File: config.mk
export PLATFORM = sky130hd
export DESIGN_NAME = sa_filter
export DESIGN_NICKNAME = d
export VERILOG_FILES = /design/src/rtl/sa_filter.sv
export SDC_FILE = /design/constraint.sdc
export NUM_CORES = 1
export LEC_CHECK = 0
export CAP_MARGIN = 20
export CORE_MARGIN = 2
export CORE_UTILIZATION = 35
export DETAILED_ROUTE_END_ITERATION = 10
export GPL_ROUTABILITY_DRIVEN = 0
export MAX_ROUTING_LAYER = met4
export PLACE_DENSITY_LB_ADDON = 0.15
export SETUP_SLACK_MARGIN = 0.3
export SLEW_MARGIN = 20
export SYNTH_ARGS = -nofsm -noshare
export SYNTH_HDL_FRONTEND = slang
export SYNTH_SLANG_ARGS = --single-unit
File: constraint.sdc
create_clock -name clk -period 3.5 [get_ports clk]
set_input_delay 0.35 -clock clk [delete_from_list [all_inputs] [get_ports clk]]
set_output_delay 0.35 -clock clk [all_outputs]
set_load 0.01 [all_outputs]
File: src/rtl/sa_filter.sv
// Loadable destination-address filter: a 128-byte setup frame fills a 14-entry address
// table, then the first six bytes of every received frame are compared against it.
module sa_filter #(
  parameter int NADDR     = 14,
  parameter int SETUP_LEN = 128,
  parameter int DATA_W    = 8
) (
  input  logic              clk,
  input  logic              rst_n,
  input  logic              i_ld_start,
  input  logic              i_ld_valid,
  input  logic [DATA_W-1:0] i_ld_data,
  output logic              o_ld_busy,
  output logic              o_ld_done,
  input  logic              i_rx_start,
  input  logic              i_rx_valid,
  input  logic [DATA_W-1:0] i_rx_data,
  input  logic              i_promisc,
  input  logic              i_allmc,
  output logic              o_match_vld,
  output logic              o_match
);

  localparam logic [6:0] LD_LAST = 7'(SETUP_LEN - 1);
  localparam logic [2:0] DA_LAST = 3'd5;

  typedef enum logic {LD_IDLE, LD_RUN} ld_state_t;
  typedef enum logic [1:0] {RX_IDLE, RX_DA, RX_SKIP} rx_state_t;

  ld_state_t r_ld_state, w_ld_next;
  rx_state_t r_rx_state, w_rx_next;

  logic [6:0]       r_cnt, w_cnt_next;
  logic [NADDR-1:0] r_valid, w_valid_next;
  logic             r_ld_done;
  logic [DATA_W-1:0] r_tab [NADDR][6];

  logic       w_ld_take, w_ld_last, w_wr_en;
  logic [6:0] w_off;
  logic [2:0] w_row, w_col;
  logic [3:0] w_entry;

  logic [2:0]       r_idx, w_idx, w_idx_next;
  logic [NADDR-1:0] r_hit, w_hit_base, w_hit_next, w_cmp;
  logic             r_mc, w_mc_next;
  logic             r_match_vld, r_match;
  logic             w_rx_take, w_rx_last, w_decision;

  // ---- setup-frame load: state register ----
  always_ff @(posedge clk or negedge rst_n) begin
    if (!rst_n) begin
      r_ld_state <= LD_IDLE;
      r_cnt      <= '0;
      r_valid    <= '0;
      r_ld_done  <= 1'b0;
    end else begin
      r_ld_state <= w_ld_next;
      r_cnt      <= w_cnt_next;
      r_valid    <= w_valid_next;
      r_ld_done  <= w_ld_last;
    end
  end

  // A byte arriving with ld_start is byte 0 of the new load, so the offset is forced to 0.
  always_comb begin
    w_ld_next    = r_ld_state;
    w_ld_take    = 1'b0;
    w_off        = r_cnt;
    w_cnt_next   = r_cnt;
    w_valid_next = r_valid;
    if (i_ld_start) begin
      w_ld_next    = LD_RUN;
      w_off        = '0;
      w_ld_take    = i_ld_valid;
      w_cnt_next   = '0;
      w_valid_next = '0;
    end else if (r_ld_state == LD_RUN) begin
      w_ld_take = i_ld_valid;
    end
    w_row   = w_off[5:3];
    w_col   = w_off[2:0];
    w_entry = (w_off[6] ? 4'd7 : 4'd0) + {1'b0, w_col} - 4'd1;
    w_wr_en = w_ld_take && (w_col != 3'd0) && (w_row < 3'd6);
    w_ld_last = w_ld_take && (w_off == LD_LAST);
    if (w_ld_take && (w_off != 7'h7F)) w_cnt_next = w_off + 7'd1;
    if (w_wr_en && (w_row == DA_LAST)) w_valid_next[w_entry] = 1'b1;
    if (w_ld_last) w_ld_next = LD_IDLE;
    o_ld_busy = (r_ld_state == LD_RUN);
    o_ld_done = r_ld_done;
  end

  // Table contents are data only; validity is tracked separately in r_valid.
  always_ff @(posedge clk) begin
    if (w_wr_en) r_tab[w_entry][w_row] <= i_ld_data;
  end

  // ---- receive-side DA compare: state register ----
  always_ff @(posedge clk or negedge rst_n) begin
    if (!rst_n) begin
      r_rx_state  <= RX_IDLE;
      r_idx       <= '0;
      r_match_vld <= 1'b0;
      r_match     <= 1'b0;
    end else begin
      r_rx_state  <= w_rx_next;
      r_idx       <= w_idx_next;
      r_match_vld <= w_rx_last;
      r_match     <= w_rx_last & w_decision;
    end
  end

  always_ff @(posedge clk) begin
    r_hit <= w_hit_next;
    r_mc  <= w_mc_next;
  end

  always_comb begin
    w_rx_next  = r_rx_state;
    w_rx_take  = 1'b0;
    w_idx      = r_idx;
    w_hit_base = r_hit;
    if (i_rx_start) begin
      w_rx_next  = RX_DA;
      w_rx_take  = i_rx_valid;
      w_idx      = '0;
      w_hit_base = r_valid;
    end else if (r_rx_state == RX_DA) begin
      w_rx_take = i_rx_valid;
    end
    for (int e = 0; e < NADDR; e++) begin
      w_cmp[e] = (r_tab[e][w_idx] == i_rx_data);
    end
    w_hit_next = w_rx_take ? (w_hit_base & w_cmp) : w_hit_base;
    w_mc_next  = (w_rx_take && (w_idx == 3'd0)) ? i_rx_data[0] : r_mc;
    w_rx_last  = w_rx_take && (w_idx == DA_LAST);
    w_idx_next = w_rx_take ? (w_idx + 3'd1) : w_idx;
    if (w_rx_last) begin
      w_rx_next  = RX_SKIP;
      w_idx_next = '0;
    end
    w_decision  = (|w_hit_next) | i_promisc | (i_allmc & w_mc_next);
    o_match_vld = r_match_vld;
    o_match     = r_match;
  end

endmodule

==> impl_metrics.py, run 1 <==
metrics = {
    "layout": {
        "layout.cells.non_filler": 3440,
        "area_growth_pct": 18.63,
        "multi_input_area_mm2": 0.007938,
        "final_cell_area_mm2": 0.03547,
        "fillers": 7902,
        "seq_area_mm2": 0.02124,
        "drive_above_1_share_pct": 19.96,
        "nets": 2263,
        "postLayoutCoreUtil_pct": 41.79,
    },
    "critical_path": {
        "reg2reg_depth": 11,
        "crit_path_end_kind": "flop",
        "critPathLaunchType": "flop",
        "critPathMaxStageDelay_ns": 0.54,
        "critPathArrivalTime_ns": 3.75,
        "r2r_slack_ns": 0.28,
        "cp.required_ns": 4.03,
        "r2r-start": "r_idx[1]$_DFF_PN0_",
        "crit_start": "r_idx[1]$_DFF_PN0_",
        "crit_fanout": 33,
        "critical_path.top_delay_family": "simple AND/OR/NAND/NOR gates",
        "critPathCapture": "o_match$_DFF_PN0_",
        "cp.depth": 11,
        "path_buf_inv": 2,
        "cp_cell_sequence": "or3b_1 -> buf_12 -> nor3_1 -> or4_1 -> a21o_1 -> nor4_1 -> nand4_1 -> a221oi_2 -> nor4_1 -> buf_4 -> a41oi_1",
        "cpMaxStageDelayCell": "or4_1",
        "crit_type": "flop to flop",
        "crit_top_cell": "nor4_1",
        "reg2reg_to": "o_match$_DFF_PN0_",
    },
    "pwr": {
        "powerDensity_mw_per_mm2": 554.1,
        "p_sw_share_pct": 23.60,
        "pwr-share-comb_pct": 10.9,
        "power_leakage_nw": 12.14,
        "p_clk_share_pct": 41.2,
        "ir_drop_mv": 0.2684,
        "seqPwrFrac_pct": 47.9,
        "p_sw_mw": 4.637,
        "internal_power_mw": 15.01,
        "power_mw": 19.65,
    },
    "synthesis": {
        "synthArstFlopShare_pct": 4.184,
        "yosys_warnings": 0,
        "syn_avg_cell_area_um2": 14.74,
        "synth_flop_cell": "edfxtp_1",
        "synth.ff_latch_count": 717,
        "synthesis.area_mm2": 0.02990,
        "synth_area_leader_cell": "edfxtp_1",
        "synth_cells": 2029,
        "synthDominantCellAreaShare_pct": 67.50,
        "synth-edff-count": 672,
        "seq_area_frac_synth_pct": 71.01,
        "synthTopCellsByArea": "edfxtp_1, mux2i_1, dfrtp_1, mux2_2, nand2_1",
        "synthDistinctLibCells": 72,
        "synth_nets": 2063,
    },
    "routing": {
        "first_iter_violations": 1605,
        "first_pass_iters": 5,
        "wl_per_cell_um": 26.20,
        "drcViolationCount": 0,
        "drt-vias-per-instance": 5.351,
        "route.vias.total": 18410,
        "routed_wl_mm": 90.13,
        "final_antenna_net_count": 0,
    },
    "timing": {
        "report.final.slew_viol_count": 0,
        "max_slew_margin_pct": 44.74,
        "tightest_slew_ns": 0.8289,
        "fin_crit_ns": 3.222,
        "period_share_pct": 92.07,
        "setup_viol": 0,
        "final_hold_viol_count": 0,
        "fmax_ghz": 0.3103,
        "setup_ws_ns": 0.2777,
        "rsz0062_at_grt": "true",
        "skew_ns": 0.01655,
    },
    "global_route": {
        "grtUsageMet1_pct": 28.50,
        "gr-usage-met2_pct": 33.25,
        "grt_max_degree": 76,
        "grt_pass1_wl_mm": 128.9,
        "grt-busiest-layer": "met2",
        "grt_pass1_vias": 18750,
        "antenna_found_initial": 3,
        "use_met3_pct": 2.833,
        "grt-ovfl-total": 0,
        "track_usage_pct": 21.10,
    },
    "hold_path": {
        "hold_path.class": "primary input to flop",
    },
    "clock_tree": {
        "insertion_delay_ns": 0.61,
        "cts_tree": "yes",
        "cts.clk_slew.worst_paths_ns": 0.06,
        "cts.sinks": 717,
        "htreeDepth": 3,
        "cts_root_buf": "clkbuf_16",
        "cts-buffers-inserted": 79,
        "clk_path_buf_depth": 3,
    },
    "floorplan": {
        "coreArea_mm2": 0.08488,
        "ioPinCount": 28,
        "fp.dieArea_mm2": 0.08778,
        "die_w_um": 296.3,
        "die_y_um": 296.3,
        "std_cell_rows": 107,
        "start_util_pct": 35.22,
    },
    "placed_design": {
        "dp_cells": 3288,
        "portBuffers": 27,
        "dp_slack_ns": -0.3787,
        "dp_hpwl_mm": 56.29,
        "dpl_cell_area_mm2": 0.03282,
    },
    "flow_run": {
        "cap_violations": 0,
    },
    "outcome": {
        "status": "finished clean",
    },
}
==> state kept, by name, summed over array words and instances, names as in the netlist <==
| register | flops |
|---|---|
| r_idx | 3 |
| r_valid | 14 |
| r_hit | 14 |
| o_ld_busy | 1 |
| r_cnt | 7 |
| o_ld_done | 1 |
| r_rx_state | 2 |
| o_match | 1 |
| r_tab | 672 |
| r_mc | 1 |
| o_match_vld | 1 |
==> placed cells by master, fill, tap and decap left out, types with 14 or more instances in the layout <==
master | synthesis | layout
a211oi_1 | 16 | 14
a21oi_1 | 82 | 81
a22oi_1 | 15 | 15
and3b_1 | 14 | 14
buf_12 | 0 | 21
buf_4 | 17 | 215
clkbuf_1 | 45 | 31
clkbuf_16 | 0 | 85
dfrtp_1 | 30 | 27
dfxtp_1 | 15 | 15
edfxtp_1 | 672 | 672
inv_1 | 16 | 16
mux2_2 | 64 | 64
mux2i_1 | 148 | 147
nand2_1 | 157 | 157
nand3_1 | 19 | 19
nor2_1 | 134 | 121
nor3_1 | 26 | 26
nor4_1 | 20 | 20
o21ai_0 | 66 | 65
o221ai_1 | 25 | 25
o22ai_1 | 93 | 93
o32ai_1 | 24 | 24
xnor2_1 | 49 | 48
xor2_1 | 42 | 42
==> metrics by stage <==
stage,setup TNS [ns],hold slack (ns)
3_5_place_dp,-88.30,0.4404
6_report,0,0.2192
3_3_place_gp,-67.68,0.4289
5_1_grt,0,0.2213
4_1_cts,0,0.1937
2_1_floorplan,0,0.05441
==> Yosys cell counts, drive strengths merged, types with 4 or more instances <==
cell type	n
dfxtp	15
o2111ai	4
o221ai	25
a22oi	15
nand2	158
mux2i	149
o31ai	7
dfrtp	30
mux2	64
a211oi	16
o211ai	8
xor2	42
o22ai	94
edfxtp	672
o21ai	67
and3b	14
xnor2	49
clkbuf	45
or3b	4
a32oi	5
nor4	20
or4	6
buf	93
nand4	8
a21o	13
or3	7
ha	9
or2	4
a2111oi	4
nor3	26
inv	22
a31oi	5
a221oi	14
nor2b	9
a21oi	83
nand3b	6
nand3	19
nor2	134
o32ai	24
==> how the worst min path moves through the flow <==
| stage | from | endpoint | slack [ns] | cells past startpoint |
|---|---|---|---|---|
| 4_1_cts | i_ld_data[5] | r_tab[3][5]$_DFFE_PP_ | 0.19 | 1 |
| 5_1_grt | i_ld_data[5] | r_tab[9][13]$_DFFE_PP_ | 0.22 | 1 |
| 2_1_floorplan | rst_n | o_ld_busy$_DFFE_PN0P_ | 0.05 | 0 |
| 3_5_place_dp | rst_n | r_valid[10]$_DFF_PN0_ | 0.44 | 1 |
| 6_report | i_ld_data[5] | r_tab[9][13]$_DFFE_PP_ | 0.22 | 1 |
| 3_3_place_gp | rst_n | r_valid[10]$_DFF_PN0_ | 0.43 | 1 |
==> what timing repair did <==
item,CTS,global route
gates resized for setup,5,14
buffers inserted,0,2
hold buffers,1,0
pin swaps,1,1
gates cloned,0,1
endpoints found under the hold margin,17,0
endpoints found under the setup margin,49,98
==> cell type report <==
| type | count | area share [%] |
|---|---|---|
| Sequential cell | 717 | 59.88 |
| Antenna cell | 1 | 0.007055 |
| Tap cell | 1144 | 4.036 |
| Timing Repair Buffer | 257 | 6.350 |
| Inverter | 22 | 0.2364 |
| Clock inverter | 27 | 0.6667 |
| Clock buffer | 120 | 6.449 |
| Multi-Input combinational cell | 1152 | 22.38 |
==> power groups by stage <==
stage	Sequential, mW	Clock, mW	Combinational [mW]
3_5_place_dp	9.60	0	2.10
3_3_place_gp	9.60	0	2.09
2_1_floorplan	9.59	0	1.25
5_1_grt	9.42	8.61	2.29
6_report	9.42	8.09	2.14
4_1_cts	9.42	8.26	2.11
==> cell families (layout without fill, tap and decap cells) <==
logic type | after synthesis | after routing | share of synthesized area [%]
AND/OR/NAND/NOR | 427 | 427 | 6.583
AO/OA/AOI/OAI | 411 | 411 | 9.211
other | 0 | 1 | 0
adder cells (fa/ha/maj) | 10 | 10 | 0.4436
XOR/XNOR | 91 | 91 | 2.666
multiplexers | 213 | 213 | 7.412
buffers and inverters | 160 | 426 | 2.674
flip-flops | 717 | 717 | 71.01
==> metal layers <==
metal	up-vias	share of wire [%]
met5	-	0
met4	0	2.6
met3	144	5.3
met2	640	47
met1	9372	45
li1	8250	-
Power figures use the tool's default switching activity.
==> run 2: changes to the inputs <==
--- a/config.mk
+++ b/config.mk
@@ -6,10 +6,10 @@
 export NUM_CORES = 1
 export LEC_CHECK = 0
 export CAP_MARGIN = 20
+export CORE_ASPECT_RATIO = 0.75
 export CORE_MARGIN = 2
 export CORE_UTILIZATION = 35
 export DETAILED_ROUTE_END_ITERATION = 10
-export GPL_ROUTABILITY_DRIVEN = 0
 export MAX_ROUTING_LAYER = met4
 export PLACE_DENSITY_LB_ADDON = 0.15
 export SETUP_SLACK_MARGIN = 0.3
==> impl_metrics.py, run 2 (same netlist as run 1, synthesis figures left out) <==
metrics = {
    "clock_tree": {
        "insertion_delay_ns": 0.62,
        "clk_path_buf_depth": 3,
        "cts_tree": "yes",
        "cts-buffers-inserted": 75,
        "htreeDepth": 3,
        "cts.sinks": 717,
        "cts_root_buf": "clkbuf_16",
        "cts.clk_slew.worst_paths_ns": 0.06,
    },
    "placed_design": {
        "dpl_cell_area_mm2": 0.03300,
        "dp_cells": 3287,
        "dp_hpwl_mm": 58.17,
        "dp_slack_ns": -0.3230,
        "portBuffers": 27,
        "gp_congestion": 0.8653,
    },
    "pwr": {
        "power_leakage_nw": 12.23,
        "power_mw": 19.61,
        "internal_power_mw": 14.97,
        "p_sw_mw": 4.640,
        "p_clk_share_pct": 40.5,
        "ir_drop_mv": 0.3674,
        "p_sw_share_pct": 23.67,
        "powerDensity_mw_per_mm2": 548.2,
        "pwr-share-comb_pct": 11.5,
        "seqPwrFrac_pct": 48.0,
    },
    "timing": {
        "report.final.slew_viol_count": 0,
        "hold_ws_ns": 0.2452,
        "max_slew_margin_pct": 44.94,
        "fin_tns_setup_ns": 0,
        "final_hold_viol_count": 0,
        "period_share_pct": 94.44,
        "fmax_ghz": 0.3025,
        "setup_ws_ns": 0.1946,
        "rsz0062_at_grt": "true",
        "skew_ns": 0.01839,
        "fin_crit_ns": 3.305,
        "tightest_slew_ns": 0.8259,
        "setup_viol": 0,
    },
    "global_route": {
        "grt-ovfl-total": 0,
        "track_usage_pct": 20.89,
        "antenna_found_initial": 1,
        "grt_pass1_vias": 18400,
        "grt_pass1_wl_mm": 128.5,
        "grt_max_degree": 49,
    },
    "critical_path": {
        "critical_path.top_delay_family": "simple AND/OR/NAND/NOR gates",
        "critPathLaunchType": "flop",
        "cp.required_ns": 4.05,
        "crit_path_end_kind": "flop",
        "cpMaxStageDelayCell": "or4_4",
        "crit_type": "flop to flop",
        "cp.depth": 14,
        "reg2reg_depth": 14,
        "crit_top_cell": "buf_6",
        "crit_fanout": 9,
        "path_buf_inv": 5,
        "critPathMaxStageDelay_ns": 0.61,
        "critPathArrivalTime_ns": 3.86,
        "cp_cell_sequence": "buf_6 -> nor2b_4 -> clkinv_4 -> buf_12 -> buf_6 -> mux2i_4 -> o22ai_2 -> xnor2_1 -> nand4_1 -> or4_4 -> a21oi_2 -> nor2_2 -> a41oi_1 -> buf_4",
    },
    "floorplan": {
        "std_cell_rows": 92,
        "die_y_um": 257.1,
        "ioPinCount": 28,
        "start_util_pct": 35.43,
        "fp.dieArea_mm2": 0.08780,
        "coreArea_mm2": 0.08438,
        "die_w_um": 341.5,
    },
    "routing": {
        "wl_per_cell_um": 26.23,
        "drcViolationCount": 0,
        "routed_wl_mm": 89.94,
        "drt-vias-per-instance": 5.460,
        "route.vias.total": 18720,
        "first_pass_iters": 5,
        "final_antenna_net_count": 0,
        "first_iter_violations": 1877,
    },
    "layout": {
        "drive_above_1_share_pct": 21.96,
        "area_growth_pct": 19.63,
        "final_cell_mix": "edfxtp_1, buf_4, nand2_1",
        "postLayoutCoreUtil_pct": 42.39,
        "layout.cells.non_filler": 3429,
        "layout.cells.most_common": "edfxtp_1",
        "final_cell_area_mm2": 0.03577,
        "fillers": 7681,
        "largest_reg_flops": 672,
        "multi_input_area_mm2": 0.008082,
        "seq_area_mm2": 0.02124,
        "nets": 2277,
        "reg_top3": "r_tab (672), r_hit (14), r_valid (14)",
        "largest_register": "r_tab",
    },
    "flow_run": {
        "cap_violations": 0,
    },
    "hold_path": {
        "holdPathStages": 1,
        "hold_path.class": "primary input to flop",
    },
    "outcome": {
        "status": "finished clean",
    },
}
run 2: timing repair:
item / in CTS / in global routing
hold buffers: 1 / 0
endpoints found under the hold margin: 18 / 0
pin swaps: 10 / 1
gates resized for setup: 46 / 15
endpoints found under the setup margin: 1 / 98
cloned: 1 / 0
setup buffers: 5 / 0
run 2: worst register-to-register path, stage by stage, from the launching register on:
cell and delay, ns:
dfrtp_4 0.44, buf_6 0.17, nor2b_4 0.22, clkinv_4 0.11
buf_12 0.16, buf_6 0.15, mux2i_4 0.19, o22ai_2 0.17
xnor2_1 0.14, nand4_1 0.18, or4_4 0.61, a21oi_2 0.19
nor2_2 0.11, a41oi_1 0.21, buf_4 0.18
run 2: final cells by class:
cell class / instances / area share (%)
clock buffers: 103 / 5.947
multi-input cells: 1152 / 22.59
diodes: 1 / 0.006996
clock inverters: 31 / 0.8466
inverters: 22 / 0.2554
well taps: 1128 / 3.946
flip-flops and latches: 717 / 59.38
repair buffers: 275 / 7.028
run 2: path summary, 6_finish.rpt:
kind,from,endpoint,slack (ns)
min,i_ld_data[2],r_tab[5][26]$_DFFE_PP_,0.25
max in group asynchronous,rst_n,r_cnt[5]$_DFF_PN0_,2.47
min in group asynchronous,rst_n,r_valid[2]$_DFF_PN0_,0.35
max reg2reg,r_idx[0]$_DFF_PN0_,o_match$_DFF_PN0_,0.19
max,r_idx[0]$_DFF_PN0_,o_match$_DFF_PN0_,0.19
min reg2reg,r_mc$_DFF_P_,r_mc$_DFF_P_,0.48
run 2: routing by layer:
metal | vias to the layer above | share of wire, % | track usage, %
li1 | 8285 | - | -
met1 | 9597 | 48 | 30.67
met2 | 707 | 43 | 29.77
met3 | 132 | 7.0 | 3.975
met4 | 0 | 2.2 | 4.931
met5 | - | 0 | -
run 2: power groups by stage:
stage	logic [mW]	clock network, mW	registers (mW)
2_1_floorplan	1.25	0	9.59
6_report	2.26	7.94	9.41
3_3_place_gp	2.13	0	9.60
5_1_grt	2.40	8.45	9.41
4_1_cts	2.25	8.12	9.41
3_5_place_dp	2.14	0	9.60
